## src/rtl/map_ss_pkg.sv

```systemverilog
// Shared types and constants for the mapper save-state sequencer.
package map_ss_pkg;

  localparam int unsigned SLOT_W      = 8;
  localparam int unsigned ID_ADDR_DEF = 127;
  localparam int unsigned TIMEOUT_LIM = 255;

  typedef enum logic [2:0] {
    IDLE,
    SV_RD,
    SV_WR,
    LD_ID,
    LD_RD,
    LD_WR,
    FIN
  } state_t;

  // Registered output bundle of the sequencer.
  typedef struct packed {
    logic              busy;
    logic              done;
    logic              err;
    logic              ss_act;
    logic              ss_we;
    logic [SLOT_W-1:0] ss_addr;
    logic [SLOT_W-1:0] ss_wdat;
    logic              mem_we;
    logic [SLOT_W-1:0] mem_addr;
    logic [SLOT_W-1:0] mem_wdat;
  } ss_out_t;

endpackage

```

## src/rtl/map_ss_hs.sv

```systemverilog
// Backing-buffer request/acknowledge handshake.
// Optional watchdog enabled by defining SS_TIMEOUT_EN.
module map_ss_hs
  import map_ss_pkg::*;
(
  input  logic clk,
  input  logic rst_n,
  input  logic start,
  input  logic ack,
  output logic req,
  output logic acked_c,
  output logic timeout_c
);

  assign acked_c = req & ack;

`ifdef SS_TIMEOUT_EN
  logic [7:0] wdog;

  // Fires in the cycle the request has been held TIMEOUT_LIM cycles unanswered.
  assign timeout_c = req & ~ack & (wdog == 8'(TIMEOUT_LIM - 1));

  // Request flag plus watchdog, reloaded on every new request.
  always_ff @(posedge clk) begin
    if (!rst_n) begin
      req  <= 1'b0;
      wdog <= 8'd0;
    end else if (req && (ack || timeout_c)) begin
      req  <= 1'b0;
      wdog <= 8'd0;
    end else if (start) begin
      req  <= 1'b1;
      wdog <= 8'd0;
    end else if (req) begin
      wdog <= wdog + 8'd1;
    end
  end
`else
  assign timeout_c = 1'b0;

  // Request flag: set on start, cleared by acknowledge.
  always_ff @(posedge clk) begin
    if (!rst_n) begin
      req <= 1'b0;
    end else if (req && ack) begin
      req <= 1'b0;
    end else if (start) begin
      req <= 1'b1;
    end
  end
`endif

endmodule

```

## src/rtl/map_ss_seq.sv

```systemverilog
// Mapper save-state sequencer: copies mapper slots to a backing buffer
// (save) or restores them after an ID check (load).
// Optional buffer watchdog enabled by defining SS_TIMEOUT_EN.
module map_ss_seq
  import map_ss_pkg::*;
#(
  parameter int unsigned N_REGS  = 14,
  parameter int unsigned ID_ADDR = ID_ADDR_DEF
) (
  input  logic              clk,
  input  logic              rst_n,
  input  logic              cmd_save,
  input  logic              cmd_load,
  output logic              ss_act,
  output logic              ss_we,
  output logic [SLOT_W-1:0] ss_addr,
  output logic [SLOT_W-1:0] ss_wdat,
  input  logic [SLOT_W-1:0] ss_rdat,
  output logic              mem_req,
  output logic              mem_we,
  output logic [SLOT_W-1:0] mem_addr,
  output logic [SLOT_W-1:0] mem_wdat,
  input  logic              mem_ack,
  input  logic [SLOT_W-1:0] mem_rdat,
  output logic              busy,
  output logic              done,
  output logic              err
);

  if (N_REGS == 0 || N_REGS > ID_ADDR || ID_ADDR > 255) begin : g_bad_params
    $error("map_ss_seq: require 1 <= N_REGS <= ID_ADDR <= 255");
  end

  localparam logic [SLOT_W-1:0] LAST_REG = SLOT_W'(N_REGS - 1);
  localparam logic [SLOT_W-1:0] ID_SLOT  = SLOT_W'(ID_ADDR);

  state_t            state, state_n;
  logic [SLOT_W-1:0] slot, slot_n;
  ss_out_t           o_q, o_n;
  logic              hs_start_c, hs_acked_c, hs_timeout_c;

  map_ss_hs u_hs (
    .clk       (clk),
    .rst_n     (rst_n),
    .start     (hs_start_c),
    .ack       (mem_ack),
    .req       (mem_req),
    .acked_c   (hs_acked_c),
    .timeout_c (hs_timeout_c)
  );

  // Next state, slot and output values; outputs derive from the next state so
  // the registered outputs line up with the state they belong to.
  always_comb begin
    state_n    = state;
    slot_n     = slot;
    hs_start_c = 1'b0;
    o_n        = '0;
    o_n.err    = o_q.err;

    case (state)
      IDLE: begin
        if (cmd_save) begin
          state_n = SV_RD;
          slot_n  = '0;
          o_n.err = 1'b0;
        end else if (cmd_load) begin
          state_n    = LD_ID;
          slot_n     = '0;
          hs_start_c = 1'b1;
          o_n.err    = 1'b0;
        end
      end
      SV_RD: begin
        state_n    = SV_WR;
        hs_start_c = 1'b1;
      end
      SV_WR: begin
        if (hs_acked_c) begin
          if (slot == ID_SLOT) begin
            state_n = FIN;
          end else begin
            state_n = SV_RD;
            slot_n  = (slot == LAST_REG) ? ID_SLOT : slot + 8'd1;
          end
        end else if (hs_timeout_c) begin
          state_n = FIN;
          o_n.err = 1'b1;
        end
      end
      LD_ID: begin
        if (hs_acked_c) begin
          if (mem_rdat != ss_rdat) begin
            state_n = FIN;
            o_n.err = 1'b1;
          end else begin
            state_n = LD_RD;
            slot_n  = '0;
          end
        end else if (hs_timeout_c) begin
          state_n = FIN;
          o_n.err = 1'b1;
        end
      end
      LD_RD: begin
        // First cycle is the idle gap after the previous acknowledge.
        hs_start_c = ~mem_req;
        if (hs_acked_c) begin
          state_n = LD_WR;
        end else if (hs_timeout_c) begin
          state_n = FIN;
          o_n.err = 1'b1;
        end
      end
      LD_WR: begin
        if (slot == LAST_REG) begin
          state_n = FIN;
        end else begin
          state_n = LD_RD;
          slot_n  = slot + 8'd1;
        end
      end
      FIN:     state_n = IDLE;
      default: state_n = IDLE;
    endcase

    o_n.busy = (state_n != IDLE);
    o_n.done = (state_n == FIN);
    case (state_n)
      SV_RD: begin
        o_n.ss_act  = 1'b1;
        o_n.ss_addr = slot_n;
      end
      SV_WR: begin
        o_n.ss_act   = 1'b1;
        o_n.ss_addr  = slot_n;
        o_n.mem_we   = 1'b1;
        o_n.mem_addr = slot_n;
        o_n.mem_wdat = (state == SV_RD) ? ss_rdat : o_q.mem_wdat;
      end
      LD_ID: begin
        o_n.ss_act   = 1'b1;
        o_n.ss_addr  = ID_SLOT;
        o_n.mem_addr = ID_SLOT;
      end
      LD_RD: begin
        o_n.ss_act   = 1'b1;
        o_n.ss_addr  = slot_n;
        o_n.mem_addr = slot_n;
      end
      LD_WR: begin
        o_n.ss_act  = 1'b1;
        o_n.ss_we   = 1'b1;
        o_n.ss_addr = slot_n;
        o_n.ss_wdat = mem_rdat;
      end
      default: ;
    endcase
  end

  // State, slot counter and output registers.
  always_ff @(posedge clk) begin
    if (!rst_n) begin
      state <= IDLE;
      slot  <= '0;
      o_q   <= '0;
    end else begin
      state <= state_n;
      slot  <= slot_n;
      o_q   <= o_n;
    end
  end

  assign busy     = o_q.busy;
  assign done     = o_q.done;
  assign err      = o_q.err;
  assign ss_act   = o_q.ss_act;
  assign ss_we    = o_q.ss_we;
  assign ss_addr  = o_q.ss_addr;
  assign ss_wdat  = o_q.ss_wdat;
  assign mem_we   = o_q.mem_we;
  assign mem_addr = o_q.mem_addr;
  assign mem_wdat = o_q.mem_wdat;

endmodule

```

## config.mk

```make
export PLATFORM = sky130hd
export DESIGN_NAME = map_ss_seq
export DESIGN_NICKNAME = d
export VERILOG_FILES = /design/src/rtl/map_ss_pkg.sv /design/src/rtl/map_ss_hs.sv /design/src/rtl/map_ss_seq.sv
export SDC_FILE = /design/constraint.sdc
export NUM_CORES = 1
export LEC_CHECK = 0
export ABC_CLOCK_PERIOD_IN_PS = 3870
export CORE_AREA = 2 2 85 87
export CTS_CLUSTER_SIZE = 10
export DETAILED_ROUTE_END_ITERATION = 8
export DIE_AREA = 0 0 87 89
export SETUP_SLACK_MARGIN = 0.05
export SLEW_MARGIN = 15
export SYNTH_ARGS = -nofsm -noshare
export SYNTH_HDL_FRONTEND = slang
export SYNTH_HIERARCHICAL = 1
export SYNTH_SLANG_ARGS = --single-unit
```

## constraint.sdc

```tcl
create_clock -name clk -period 3.87 [get_ports clk]
set_clock_uncertainty 0.2 [all_clocks]
set_input_delay 0.9675 -clock clk [delete_from_list [all_inputs] [get_ports clk]]
set_output_delay 0.9675 -clock clk [all_outputs]
set_load 0.05 [all_outputs]
```

# Word level (Yosys, flattened, before mapping)
# Index checks and enable logic that the tools add are counted.
[classes]
addsub = 1
n_mul = 0
n_div = 0
n_lt_le_gt_ge = 0
eq_ne = 17
shift = 0
n_mux = 31
bitwise = 3
reduce_logical = 11
[op_table]
columns = ["op", "count"]
rows = [
  ["two-way mux 8 bit", 8],
  ["case mux 8 bit (2 select lines)", 2],
  ["case mux 8 bit (4 select lines)", 1],
  ["two-way mux 3 bit", 6],
  ["case mux 3 bit (6 select lines)", 1],
  ["equality test 3 bit, second input constant", 5],
  ["equality test 3 x 2 -> 1 bit, second input constant", 4],
  ["two-way mux 1 bit", 9],
  ["adder 8 x 1 -> 8 bit, second input constant", 1],
  ["equality test 8 x 4 -> 1 bit, second input constant", 1],
  ["equality test 8 x 7 -> 1 bit, second input constant", 1],
  ["inequality test 8 bit", 1],
  ["equality test 3 x 1 -> 1 bit, second input constant", 2],
  ["OR reduction 5 bit", 1],
  ["two-way mux 2 bit", 2],
  ["inequality test 2 bit, second input constant", 2],
  ["AND reduction 2 bit", 2],
  ["AND reduction 4 bit", 1],
  ["OR reduction 2 bit", 2],
  ["OR reduction 4 bit", 1],
  ["logical NOT 3 bit", 1],
  ["inequality test 3 bit, second input constant", 1],
  ["case mux 1 bit (3 select lines)", 1],
  ["nonzero test 3 bit", 1],
  ["other kinds (5)", 6],
]
[word_totals]
reg_bits = 50
latchBits = 0
ram_bits = 0
romBits = 0
input_bits = 21
output_inout_bits = 39
wordCells = 76
mem_count = 0

# Depth between registers and ports, before layout
[depth]
ltp_word = 7
depth_mapped = 11

# Hierarchy
# Netlist, hierarchy kept.
[by_module_without_submodules]
columns = ["mod", "instances", "cells_each", "area_per_inst_um2", "seq_area_each_um2"]
rows = [
  ["map_ss_seq", 1, 248, 2273.4, 980.9],
  ["map_ss_hs", 1, 6, 51.3, 20.0],
]

# Worst setup path before layout
# Ideal clock, no wire load.
[synth_path]
path_kind = "input -> register"
startpoint = "input mem_ack"
endpoint = "register o_q, in the netlist ss_addr[1]"
setup_time_ps = 128
arrival_time_ps = 2417
required_time_ps = 3542
setup_slack_ps = 1125
stages = 8
path_buffers = 1
path_cell_list = "and2_4 buf_4 and4bb_2 o21a_1 a211o_4 nand2b_4 mux2i_4 o21ai_0"
[synth_between]
elab_chain_len = 6
word_cells_on_any_way = 15
cone_classes = "eq/ne: 5; mux: 8; bitwise: 1; reduce/logical: 1"
[synth_lines]
columns = ["element", "line_no", "text"]
rows = [
  ["start, declared", "map_ss_seq.sv:23", "input logic mem_ack,"],
  ["bitwise AND 1 bit *", "map_ss_hs.sv:15", "assign acked_c = req & ack;"],
  ["two-way mux 3 bit, on equally long branches", "map_ss_seq.sv:108, map_ss_seq.sv:79, map_ss_seq.sv:92", ""],
  ["case mux 3 bit (6 select lines)", "map_ss_seq.sv:61", "case (state)"],
  ["equality test 3 bit, or another cell as far along", "map_ss_seq.sv:129", "case (state_n)"],
  ["OR reduction 4 bit (no line)", "--", ""],
  ["case mux 8 bit (2 select lines) *", "map_ss_seq.sv:129", ""],
  ["end signal, assigned", "map_ss_seq.sv:170", "o_q <= o_n;"],
  ["end, declared", "map_ss_seq.sv:39", "ss_out_t o_q, o_n;"],
]
# Every way passes the cells marked *; elsewhere a longest branch is shown, timed or not.
# A chain may end at the register's enable or synchronous reset.

# Worst setup path in the final report
[layout_path]
startpoint = "input mem_ack"
endpoint = "register o_q, in the netlist ss_act"
[layout_between]
elab_chain_len = 6
word_cells_on_any_way = 12
cone_classes = "eq/ne: 5; mux: 5; bitwise: 1; reduce/logical: 1"
[layout_lines]
columns = ["element", "line_no", "text"]
rows = [
  ["bitwise AND 1 bit *", "map_ss_hs.sv:15", ""],
  ["net hs_acked_c", "map_ss_seq.sv:40", "logic hs_start_c, hs_acked_c, hs_timeout_c;"],
  ["two-way mux 3 bit, on equally long branches", "map_ss_seq.sv:108, map_ss_seq.sv:79, map_ss_seq.sv:92", ""],
  ["case mux 3 bit (6 select lines) *", "map_ss_seq.sv:61", ""],
  ["equality test 3 bit, or another cell as far along", "map_ss_seq.sv:129", ""],
  ["OR reduction 5 bit (no line) *", "--", ""],
  ["two-way mux 1 bit *", "map_ss_seq.sv:129", ""],
]
# Mark *: on every way through the listed nets, which the timed path passes. The rest lies on a longest branch.

==> reports/results.ini <==
[clock_tree]
cts_tree=yes
clk_pin_slew_ns=0.09
cts_inserted_buffers=5
cts_setup_buffers=0
clock-root-buffer=clkbuf_8
cts_sinks=50
cts.repair.resized=0
clockBufferDepth=2
cts-hold-fix-buffers=0
htreeDepth=2
clkLatencyLatePin_ns=0.30

[detailed_routing]
vias_per_cell=5.20
route.detailed.drc=0
detail-route-antenna-nets=0
wire_per_inst_um=14.4
vias=2042
dr.first_iter.drc_count=107
dr.pass1.iters=4
wirelength_um=5660

[timing]
timing.final.crit_share_pct=81.1
tightest_slew_ns=0.631
finalHoldViolations=0
fin_crit_ns=3.14
rsz0062_at_grt=no
fmax_ghz=0.319
slew_headroom_pct=57.9
worst_slack_ns=0.732
final.setup.tns_ns=0
setup_violations=0
slew_viol_final=0

[place]
place_congestion=0.922
port_buffers=59
place_area_um2=2960
post-place-ws_ns=0.439
hpwlAfterDp_um=4360

[pwr]
seqPwrFrac_pct=32.5
peakVddDrop_v=0.000298
internal_power_mw=1.22
clock_power_share_pct=21.8
p_leak_nw=1.16
sw_frac_of_total_pct=40.4
power.switching_mw=0.827
p_comb_share_pct=45.7
power_density_nw_per_um2=658

[cells_and_area]
stdcell_area_um2=3110
n_antenna_cell=0
drive_gt1_share_pct=9.58
nFillCells=669
multi_input_area_um2=1210
regArea_um2=1000
nNetsFinal=336
syn_to_final_growth_pct=33.6

[synthesis]
ys_types=55
syn_avg_cell_area_um2=9.15
synth-simple-area-share_pct=21.9
async_flop_share_pct=0
syn-cell-area_um2=2320
synthMuxAreaShare_pct=5.81
yosys.area_share.xor_xnor_pct=3.39
synth_edf_count=0
syn-num-nets=278
synth_top_family_by_area=simple AND/OR/NAND/NOR gates
ys_seq_area_share_pct=43.1
synth_compound_area_share_pct=19.1
synthAdderAreaFrac_pct=1.61
synth-seq-cells=50
syn_inst=254
yosys_warnings=6
synth_ff_type=dfxtp_1

[worst_setup_path]
required_ns=3.83
start_kind=input pin
max_stage_delay_ns=0.45
cp_max_fo=15
slowest_stage=clkdlybuf4s50_1
crit_chain=clkdlybuf4s50_1 > and2_4 > nand4_1 > nor3_1 > o211ai_1 > nand3_1 > o21ai_0
crit_type=input pin to flop
arrival_ns=3.10
crit_path_end_kind=flop

[floorplanning]
dieArea_um2=7740
core_area_um2=6720
die_x_um=87
die_y_um=89
initial_utilization_pct=34.6
pin_count=60
row_count=30

[global_route]
grt_first_pass_wirelength_um=9450
grt_pass1_vias=1973
grt-ovfl-total=0
grt_antenna_before_repair=0
grt_max_degree=19
grt.total_usage_pct=15.4

[run]
max_cap_violations=0

[worst_hold_path]
hp-class=flop to flop

[outcome]
run_status=complete, no violations

stage by stage:
| stage | utilization [%] | total power, mW | cells | hold slack, ns |
|---|---|---|---|---|
| CTS | 46.2 | 2.07 | 393 | 0.312 |
| finish | 46.2 | 2.05 | 393 | 0.306 |
| global placement | 44.1 | 1.62 | 385 | 0.275 |
| global route | 46.2 | 2.15 | 393 | 0.346 |
| detailed placement | 44.1 | 1.62 | 385 | 0.282 |
| floorplan | - | 1.36 | 254 | 0.347 |
worst paths after layout:
path | startpoint | to | slack [ns] | cells past startpoint
worst max-delay path | mem_ack | ss_act$_SDFF_PN0_ | 0.73 | 7
worst min-delay path | mem_wdat[5]$_SDFFE_PN0P_ | mem_wdat[5]$_SDFFE_PN0P_ | 0.31 | 2
worst max register to register | slot[0]$_SDFF_PN0_ | ss_act$_SDFF_PN0_ | 1.25 | 7
worst min register to register | mem_wdat[5]$_SDFFE_PN0P_ | mem_wdat[5]$_SDFFE_PN0P_ | 0.31 | 2
state kept, by name (all words and copies together) (netlist names):
register / flops
busy: 1
done: 1
err: 1
mem_addr: 8
mem_wdat: 8
mem_we: 1
slot: 8
ss_act: 1
ss_addr: 8
ss_wdat: 8
ss_we: 1
state: 3
u_hs/req: 1
worst max-delay path: cells and delay by family:
| kind | cells | cell delay [ns] |
|---|---|---|
| AO/OA/AOI/OAI | 2 | 0.39 |
| buffers and inverters | 1 | 0.45 |
| AND/OR/NAND/NOR | 4 | 1.29 |
cells in the final DEF (no fill, tap or decap), types with 2 or more instances in the layout:
master and n:
a2111oi_0 2, a21oi_1 9, a31oi_1 6, and2_1 9, bufinv_16 2, clkbuf_8 6
clkdlybuf4s50_1 59, dfxtp_1 50, ha_1 3, inv_1 14, mux2i_1 9, mux2i_4 2
nand2_1 17, nand2b_1 3, nand3_1 4, nand3b_1 2, nand4_1 3, nor2_1 25
nor2_2 4, nor2b_1 2, nor3_1 4, nor4_2 2, o211ai_1 3, o21a_1 2
o21ai_0 26, o221ai_1 2, o31ai_1 4, or2_2 3, xnor2_1 9
cells in the mapped netlist (2+ instances only):
cell,number,share of area [%]
nand3_1,4,0.86
o211ai_1,3,0.97
and2_1,9,2.4
xnor2_1,9,3.4
nor3_1,4,0.86
mux2i_1,9,3.9
a2111oi_0,2,0.75
buf_4,6,1.9
o21a_1,2,0.65
a31oi_1,6,1.6
o31ai_1,4,1.3
or2_2,3,0.81
nand4_1,3,0.81
nor2b_1,2,0.54
mux2i_4,2,1.9
o21ai_0,26,5.6
inv_1,14,2.3
nor2_1,25,4.0
dfxtp_1,50,43
nand2_1,17,2.7
nor2_2,4,1.1
nor4_2,2,1.1
buf_2,2,0.43
o221ai_1,2,0.75
nand3b_1,2,0.65
a21oi_1,9,1.9
nand2b_1,3,0.81
ha_1,3,1.6
cell families (layout without fill, tap and decap cells):
group | after synthesis | after routing
simple gates | 90 | 90
compound gates | 66 | 66
flops | 50 | 50
buf+inv | 24 | 83
mux | 11 | 11
xor+xnor | 9 | 9
fa+ha+maj | 3 | 3
other cells | 1 | 1
cell type report:
| class | count | share of cell area (%) |
|---|---|---|
| inverters | 15 | 1.81 |
| clock buffers | 6 | 2.66 |
| well taps | 80 | 3.22 |
| clock inverters | 2 | 1.93 |
| repair buffers | 60 | 19.3 |
| multi-input cells | 180 | 38.9 |
| flip-flops and latches | 50 | 32.2 |
power by group through the flow:
stage | sequential (mW) | combinational (mW) | clock (mW)
after floorplan | 0.919 | 0.443 | 0
after global placement | 0.679 | 0.937 | 0
after detailed placement | 0.679 | 0.941 | 0
after CTS | 0.667 | 0.944 | 0.455
after global routing | 0.678 | 1.00 | 0.473
final | 0.666 | 0.934 | 0.445
metal layers:
metal / wire, um / track usage, % / up-vias
li1: - / - / 1003
met2: 2650 / 25.1 / 82
met3: 423 / 4.71 / 12
met4: 123 / 5.82 / 0
met5: 0 / 0 / -
met1: 2460 / 19.2 / 945
No activity file was read; power rests on OpenSTA's default activity.
